<file path="config.mk">
export PLATFORM = sky130hd
export DESIGN_NAME = vga_stream_out
export DESIGN_NICKNAME = d
export VERILOG_FILES = /design/src/rtl/vga_pkg.sv /design/src/rtl/sync_fifo.sv /design/src/rtl/vga_stream_out.sv
export SDC_FILE = /design/constraint.sdc
export NUM_CORES = 1
export LEC_CHECK = 0
export CORE_MARGIN = 5
export CORE_UTILIZATION = 39
export CTS_CLUSTER_SIZE = 24
export DETAILED_ROUTE_END_ITERATION = 10
export HOLD_SLACK_MARGIN = 0.02
export PLACE_DENSITY = 0.57
export RECOVER_POWER = 100
export SYNTH_ARGS = -nofsm -noshare
export SYNTH_HDL_FRONTEND = slang
export SYNTH_SLANG_ARGS = --single-unit
</file>
<file path="constraint.sdc">
create_clock -name clk_clk -period 2.6 [get_ports clk_clk]
set_clock_uncertainty 0.15 [all_clocks]
set_input_delay 0.52 -clock clk_clk [delete_from_list [all_inputs] [get_ports clk_clk]]
set_output_delay 0.52 -clock clk_clk [all_outputs]
set_load 0.01 [all_outputs]
</file>
<file path="src/rtl/vga_pkg.sv">
// Shared types and helpers for the VGA stream output stage.
package vga_pkg;

  typedef enum logic [1:0] {
    StIdle,
    StWaitSof,
    StRunning
  } state_e;

  // Widest colour channel the pixel record can carry.
  localparam int unsigned ColorWMax = 8;

  typedef struct packed {
    logic                 sof;
    logic [ColorWMax-1:0] r;
    logic [ColorWMax-1:0] g;
    logic [ColorWMax-1:0] b;
  } pixel_t;

  function automatic int unsigned timing_total(input int unsigned active,
                                               input int unsigned front,
                                               input int unsigned sync,
                                               input int unsigned back);
    return active + front + sync + back;
  endfunction

endpackage

</file>
<file path="src/rtl/sync_fifo.sv">
// Single-clock FIFO with show-ahead head and full/empty flags.
module sync_fifo #(
  parameter int unsigned Width = 8,
  parameter int unsigned Depth = 16
) (
  input  logic             clk_i,
  input  logic             rst_i,
  input  logic             push_i,
  input  logic [Width-1:0] wdata_i,
  input  logic             pop_i,
  output logic [Width-1:0] rdata_o,
  output logic             full_o,
  output logic             empty_o
);

  localparam int unsigned AW = $clog2(Depth);
  localparam logic [AW:0] PtrOne = (AW + 1)'(1);

  logic [Width-1:0] mem_q [Depth];
  logic [AW:0]      wptr_q, wptr_d;
  logic [AW:0]      rptr_q, rptr_d;
  logic             do_push, do_pop;

  // Extra pointer bit distinguishes full from empty when the indices match.
  assign empty_o = (wptr_q == rptr_q);
  assign full_o  = (wptr_q[AW] != rptr_q[AW]) && (wptr_q[AW-1:0] == rptr_q[AW-1:0]);
  assign do_push = push_i && !full_o;
  assign do_pop  = pop_i && !empty_o;
  assign rdata_o = mem_q[rptr_q[AW-1:0]];

  always_comb begin
    wptr_d = wptr_q;
    rptr_d = rptr_q;
    if (do_push) wptr_d = wptr_q + PtrOne;
    if (do_pop)  rptr_d = rptr_q + PtrOne;
  end

  always_ff @(posedge clk_i) begin
    if (rst_i) begin
      wptr_q <= '0;
      rptr_q <= '0;
    end else begin
      wptr_q <= wptr_d;
      rptr_q <= rptr_d;
    end
  end

  always_ff @(posedge clk_i) begin
    if (do_push) mem_q[wptr_q[AW-1:0]] <= wdata_i;
  end

endmodule

</file>
<file path="src/rtl/vga_stream_out.sv">
// VGA timing generator fed by a buffered pixel stream; locks to the stream on
// start-of-frame and falls back to searching for it on underflow or misalignment.
module vga_stream_out
  import vga_pkg::*;
#(
  parameter int unsigned COLOR_W    = 4,
  parameter int unsigned H_ACTIVE   = 640,
  parameter int unsigned H_FP       = 16,
  parameter int unsigned H_SYNC     = 96,
  parameter int unsigned H_BP       = 48,
  parameter int unsigned V_ACTIVE   = 480,
  parameter int unsigned V_FP       = 10,
  parameter int unsigned V_SYNC     = 2,
  parameter int unsigned V_BP       = 33,
  parameter int unsigned SYNC_POL   = 0,
  parameter int unsigned PIX_DIV    = 2,
  parameter int unsigned FIFO_DEPTH = 16
) (
  input  logic                 clk_clk,
  input  logic                 reset_reset,
  input  logic                 enable,
  input  logic                 pix_valid,
  output logic                 pix_ready,
  input  logic [3*COLOR_W-1:0] pix_data,
  input  logic                 pix_sof,
  output logic [COLOR_W-1:0]   vga_red,
  output logic [COLOR_W-1:0]   vga_green,
  output logic [COLOR_W-1:0]   vga_blue,
  output logic                 vga_hs,
  output logic                 vga_vs,
  output logic                 frame_start,
  output logic                 locked,
  output logic [15:0]          err_count
);

  localparam int unsigned HTotal   = timing_total(H_ACTIVE, H_FP, H_SYNC, H_BP);
  localparam int unsigned VTotal   = timing_total(V_ACTIVE, V_FP, V_SYNC, V_BP);
  localparam int unsigned HW       = $clog2(HTotal);
  localparam int unsigned VW       = $clog2(VTotal);
  localparam int unsigned DivW     = (PIX_DIV > 1) ? $clog2(PIX_DIV) : 1;
  localparam int unsigned PixW     = 3 * COLOR_W;
  localparam int unsigned HSyncBeg = H_ACTIVE + H_FP;
  localparam int unsigned HSyncEnd = HSyncBeg + H_SYNC;
  localparam int unsigned VSyncBeg = V_ACTIVE + V_FP;
  localparam int unsigned VSyncEnd = VSyncBeg + V_SYNC;

  localparam logic            SyncAct = (SYNC_POL != 0);
  localparam logic            SyncIdl = !SyncAct;
  localparam logic [DivW-1:0] DivLast = DivW'(PIX_DIV - 1);
  localparam logic [DivW-1:0] DivOne  = DivW'(1);
  localparam logic [HW-1:0]   HOne    = HW'(1);
  localparam logic [VW-1:0]   VOne    = VW'(1);

  state_e            state_q, state_d;
  logic [DivW-1:0]   div_q, div_d;
  logic [HW-1:0]     h_q, h_d;
  logic [VW-1:0]     v_q, v_d;
  logic [PixW-1:0]   rgb_q, rgb_d;
  logic              hs_q, hs_d;
  logic              vs_q, vs_d;
  logic              fs_q, fs_d;
  logic [15:0]       err_q, err_d;

  logic              fifo_full, fifo_empty, fifo_pop;
  logic [PixW:0]     fifo_rdata;
  pixel_t            head;
  logic              unused_head;

  logic run, tick, origin, active, hs_on, vs_on, show, err_hit;

  sync_fifo #(
    .Width (PixW + 1),
    .Depth (FIFO_DEPTH)
  ) u_fifo (
    .clk_i   (clk_clk),
    .rst_i   (reset_reset),
    .push_i  (pix_valid && pix_ready),
    .wdata_i ({pix_sof, pix_data}),
    .pop_i   (fifo_pop),
    .rdata_o (fifo_rdata),
    .full_o  (fifo_full),
    .empty_o (fifo_empty)
  );

  always_comb begin
    head                = '0;
    head.sof            = fifo_rdata[PixW];
    head.r[COLOR_W-1:0] = fifo_rdata[3*COLOR_W-1 -: COLOR_W];
    head.g[COLOR_W-1:0] = fifo_rdata[2*COLOR_W-1 -: COLOR_W];
    head.b[COLOR_W-1:0] = fifo_rdata[COLOR_W-1 -: COLOR_W];
  end
  assign unused_head = ^head;

  assign run    = enable && (state_q != StIdle);
  assign tick   = run && (div_q == DivLast);
  assign origin = (h_q == '0) && (v_q == '0);
  assign active = (32'(h_q) < H_ACTIVE) && (32'(v_q) < V_ACTIVE);
  assign hs_on  = (32'(h_q) >= HSyncBeg) && (32'(h_q) < HSyncEnd);
  assign vs_on  = (32'(v_q) >= VSyncBeg) && (32'(v_q) < VSyncEnd);

  always_comb begin
    state_d  = state_q;
    fifo_pop = 1'b0;
    err_hit  = 1'b0;
    show     = 1'b0;
    unique case (state_q)
      StIdle: begin
        if (enable) state_d = StWaitSof;
      end
      StWaitSof: begin
        // Discard stale pixels until a frame start sits at the head.
        if (!fifo_empty && !head.sof) begin
          fifo_pop = 1'b1;
        end else if (tick && origin && !fifo_empty) begin
          state_d  = StRunning;
          fifo_pop = 1'b1;
          show     = 1'b1;
        end
      end
      StRunning: begin
        if (tick && active) begin
          if (fifo_empty || (head.sof != origin)) begin
            err_hit = 1'b1;
            state_d = StWaitSof;
          end else begin
            fifo_pop = 1'b1;
            show     = 1'b1;
          end
        end
      end
      default: state_d = StIdle;
    endcase
    if (!enable) begin
      state_d  = StIdle;
      fifo_pop = 1'b0;
      err_hit  = 1'b0;
      show     = 1'b0;
    end
  end

  always_comb begin
    div_d = div_q;
    h_d   = h_q;
    v_d   = v_q;
    if (!run) begin
      div_d = '0;
      h_d   = '0;
      v_d   = '0;
    end else begin
      div_d = tick ? '0 : div_q + DivOne;
      if (tick) begin
        if (32'(h_q) == HTotal - 1) begin
          h_d = '0;
          v_d = (32'(v_q) == VTotal - 1) ? '0 : v_q + VOne;
        end else begin
          h_d = h_q + HOne;
        end
      end
    end
  end

  always_comb begin
    rgb_d = rgb_q;
    hs_d  = hs_q;
    vs_d  = vs_q;
    fs_d  = 1'b0;
    err_d = err_q;
    if (!run) begin
      rgb_d = '0;
      hs_d  = SyncIdl;
      vs_d  = SyncIdl;
    end else if (tick) begin
      rgb_d = show ? {head.r[COLOR_W-1:0], head.g[COLOR_W-1:0], head.b[COLOR_W-1:0]} : '0;
      hs_d  = hs_on ? SyncAct : SyncIdl;
      vs_d  = vs_on ? SyncAct : SyncIdl;
      fs_d  = origin;
    end
    if (err_hit && (err_q != 16'hFFFF)) err_d = err_q + 16'd1;
  end

  always_ff @(posedge clk_clk) begin
    if (reset_reset) begin
      state_q <= StIdle;
      div_q   <= '0;
      h_q     <= '0;
      v_q     <= '0;
      rgb_q   <= '0;
      hs_q    <= SyncIdl;
      vs_q    <= SyncIdl;
      fs_q    <= 1'b0;
      err_q   <= '0;
    end else begin
      state_q <= state_d;
      div_q   <= div_d;
      h_q     <= h_d;
      v_q     <= v_d;
      rgb_q   <= rgb_d;
      hs_q    <= hs_d;
      vs_q    <= vs_d;
      fs_q    <= fs_d;
      err_q   <= err_d;
    end
  end

  assign pix_ready   = !fifo_full;
  assign vga_red     = rgb_q[3*COLOR_W-1 -: COLOR_W];
  assign vga_green   = rgb_q[2*COLOR_W-1 -: COLOR_W];
  assign vga_blue    = rgb_q[COLOR_W-1 -: COLOR_W];
  assign vga_hs      = hs_q;
  assign vga_vs      = vs_q;
  assign frame_start = fs_q;
  assign locked      = (state_q == StRunning);
  assign err_count   = err_q;

endmodule

</file>
==> impl_metrics.csv, run 1 <==
group,metric,value,unit
outcome,run_status,"finished clean",
global_route,grt_pass1_vias,6791,
sta,rsz0062_at_grt,"yes",
clocking,cts_tree,"built",
sta,fin_hold_ws,306,ps
detailed_routing,drtAntennaViolNets,0,
sta,period_needed,2530,ps
placement,dp_hpwl,16500,µm
global_route,antenna_found_initial,1,
synth,synth_area_leaders,"edfxtp_1, mux4_2, dfxtp_1",
synth,syn_area_per_cell,15.6,µm²
pwr,clock_power_share,47.4,%
worst_setup_path,r2r-end,"err_count[9]",
pwr,power_density,695,nW/µm²
layout,final_nets,892,
layout,drive_gt1_share,26.9,%
global_route,grtUsageTotal,15.4,%
floorplanning,die_w,180,µm
placement,gp_congestion,0.822,
synth,synth_edf_count,208,
worst_setup_path,cp.arrival,2870,ps
synth,synth_area,11200,µm²
layout,diodes,0,
floorplanning,start_util,39.3,%
sta,finalMaxSlewViolations,0,
pwr,p_leak,4.70,nW
floorplanning,ios,50,
detailed_routing,via_per_inst,5.25,
worst_setup_path,reg2reg_depth,6,
hold_path,min_to,"rgb_q[5]",
detailed_routing,wl_per_cell,19.9,µm
worst_setup_path,path_cells,"mux4_2 > nand3_1 > nand4_4 > mux2_4 > or4_1 > a21oi_1",
synth,synth_top_cells_by_count,"edfxtp_1, dfxtp_1, mux4_2, nor2_1, nand2_1",
synth,ys_warn_count,0,
global_route,grt_pass1_wl,39600,µm
run,cap_violations,0,
synth,ys.flop_type,"edfxtp_1",
synth,synth_top_cell_by_area,"edfxtp_1",
layout,nFillCells,2367,
global_route,grt.busiest_layer,"met2",
synth,synth.distinct_cells,51,
worst_setup_path,critical_path_class,"register to register",
clocking,h-tree-depth,1,
clocking,cts-root-buf,"clkbuf_16",
worst_setup_path,path_max_fanout,7,
synth,seq_area_frac_synth,67.6,%
pwr,netSwitchingFraction,20.3,%
floorplanning,die_area,32300,µm²
worst_setup_path,end_kind,"register",
pwr,pwr-share-seq,49.3,%
synth,async_flop_share,0,%
sta,slew_headroom,44.5,%
detailed_routing,num_vias,6670,
synth,synth_top_area_share,55.5,%
hold_path,worstHoldStart,"rgb_q[5]",
sta,setup_viol_count_final,0,
synth,synth_seq_cells,276,
clocking,cts_buffers,30,
synth,yosysMostFrequentCell,"edfxtp_1",
pwr,total_power,9.71,mW
worst_setup_path,cp_num_buf_inv,0,
global_route,grt.met1_usage,21.5,%
detailed_routing,routed_wl,25200,µm
pwr,combinationalPowerShare,3.3,%
detailed_routing,drtPass1Iterations,5,
worst_setup_path,slowest_delay,520,ps
worst_setup_path,cp_top_family,"multiplexers",
global_route,grt_max_degree,30,
clocking,cts_hold_buf,0,
placement,io_buffers,49,
pwr,p_int,7.74,mW
worst_setup_path,crit_path_start_kind,"register",
detailed_routing,drc,0,
clocking,cts.clk_slew.worst_paths,60,ps
worst_setup_path,crit_required,2940,ps
synth,syn_nets,752,
floorplanning,core,28600,µm²
hold_path,holdPathStages,2,
pwr,p_sw,1.97,mW
hold_path,hp-class,"register to register",
sta,min_period_over_period,97.2,%
clocking,clock_path_buffers,3,
worst_setup_path,cp_slowest_cell,"mux4_2",
clocking,cts_sinks,276,
clocking,clkLatencyLatePin,560,ps
global_route,grt_overflow_total,0,
synth,syn_inst,722,
pwr,peakVddDrop,0.563,mV
layout,ff_latch_area,7620,µm²
floorplanning,die_h,180,µm
sta,worst_pin_slew,832,ps
layout,syn_to_final_growth,24.2,%
global_route,met2_usage,25.8,%
worst_setup_path,ff2ff_setup_slack,70,ps
sta,hold_viol_final,0,
detailed_routing,drtIter0Drc,550,
global_route,use_met3,2.30,%
sta,max_freq,396,MHz
layout,multi_input_area,3520,µm²
floorplanning,num_rows,62,
-- repair_timing --
action	CTS	global route
pin swaps	1	12
resized for setup	7	22
buffers inserted	3	7
endpoints found under the setup margin	3	28
gates cloned	2	0
-- worst max-delay path by stage --
| stage | end | slack, ps | depth (start not counted) | startpoint |
|---|---|---|---|---|
| 2_1_floorplan | u_fifo.mem_q[0][0] | -210 | 6 | u_fifo.wptr_q[2] |
| 5_1_grt | err_count[14] | -30 | 7 | register |
| 4_1_cts | err_count[7] | 10 | 6 | register |
| 6_report | err_count[9] | 70 | 6 | register |
| 3_5_place_dp | v_q[6] | -190 | 7 | enable |
| 3_3_place_gp | v_q[8] | -200 | 7 | enable |
-- per-layer routing --
layer | share of wire (%) | wire length, µm | vias to the layer above
met5 | 0.052 | 13 | -
li1 | - | - | 3067
met1 | 45 | 11300 | 3404
met4 | 1.8 | 450 | 2
met2 | 49 | 12400 | 164
met3 | 4.2 | 1060 | 33
-- registers in the layout, indices dropped and copies added, names as in the netlist, 2 cells and up, named ones only --
name	cells
u_fifo.wptr_q	5
v_q	10
u_fifo.rptr_q	5
err_count	16
state_q	2
h_q	10
rgb_q	12
u_fifo.mem_q	208
-- logic make-up (layout without fill, tap and decap cells) --
logic type	Yosys count	in the layout	share of synthesized area [%]
flops	276	276	67.6
simple gates	206	206	9.42
mux	73	75	13.7
buf+inv	58	220	2.12
compound gates	71	71	3.68
fa+ha+maj	13	13	1.45
xor+xnor	25	25	1.95
-- metrics by stage --
| stage | setup TNS, ps | worst slack [ps] | cells | util [%] | cell area [µm²] |
|---|---|---|---|---|---|
| 5_1_grt | -198 | -27.2 | 1270 | 48.8 | 14000 |
| 4_1_cts | 0 | 11.8 | 1263 | 48.7 | 14000 |
| 2_1_floorplan | -8240 | -212 | 722 | - | 11300 |
| 3_5_place_dp | -4080 | -189 | 1202 | 44.7 | 12800 |
| 6_report | 0 | 72.2 | 1270 | 48.8 | 14000 |
| 3_3_place_gp | -2900 | -197 | 1202 | 44.7 | 12800 |
-- cell usage in the layout, fill, tap and decap left out, types with 5 or more instances in the layout --
cell type	count
a21oi_1	22
buf_12	5
buf_4	52
bufinv_16	7
clkbuf_1	8
clkbuf_16	30
clkbuf_2	18
clkbuf_4	6
clkinv_2	6
clkinv_4	6
dfxtp_1	64
dlygate4sd3_1	45
edfxtp_1	208
ha_1	13
inv_1	26
mux2_2	8
mux4_2	64
nand2_1	48
nand3_1	19
nand4_1	9
nor2_1	56
nor2b_1	11
nor3_1	9
o21ai_0	23
o31ai_1	9
or3_1	8
or4_4	5
xnor2_1	11
xor2_1	14
-- area by class of cell --
type                       instances  share of cell area [%]
multi-input combinational        390                    25.2
sequential                       276                    54.5
clock inverter                    25                    2.53
timing repair buffer             138                    8.23
inverter                          26                   0.698
tap                              384                    3.44
clock buffer                      31                    5.40
-- tightest hold or removal path: stages (launching register included) --
cell	delay [ps]
dfxtp_1	320
nand2_1	40
o21ai_0	60
-- power by group through the flow --
stage	sequential, mW	clock (mW)	combinational, mW
after floorplan	4.88	0	0.134
after global placement	4.88	0	0.291
after detailed placement	4.88	0	0.302
after CTS	4.79	4.72	0.318
after global routing	4.79	4.90	0.348
final	4.79	4.61	0.318
Note: power is estimated with default switching activity, not from simulation.
==> run 2: changes to the inputs <==
--- a/config.mk
+++ b/config.mk
@@ -9,7 +9,7 @@
 export CORE_UTILIZATION = 39
 export CTS_CLUSTER_SIZE = 24
 export DETAILED_ROUTE_END_ITERATION = 10
-export HOLD_SLACK_MARGIN = 0.02
+export GPL_ROUTABILITY_DRIVEN = 0
 export PLACE_DENSITY = 0.57
 export RECOVER_POWER = 100
 export SYNTH_ARGS = -nofsm -noshare
==> results of run 2 <==
Same layout as run 1: the final DEF is identical, and so are final timing and power.
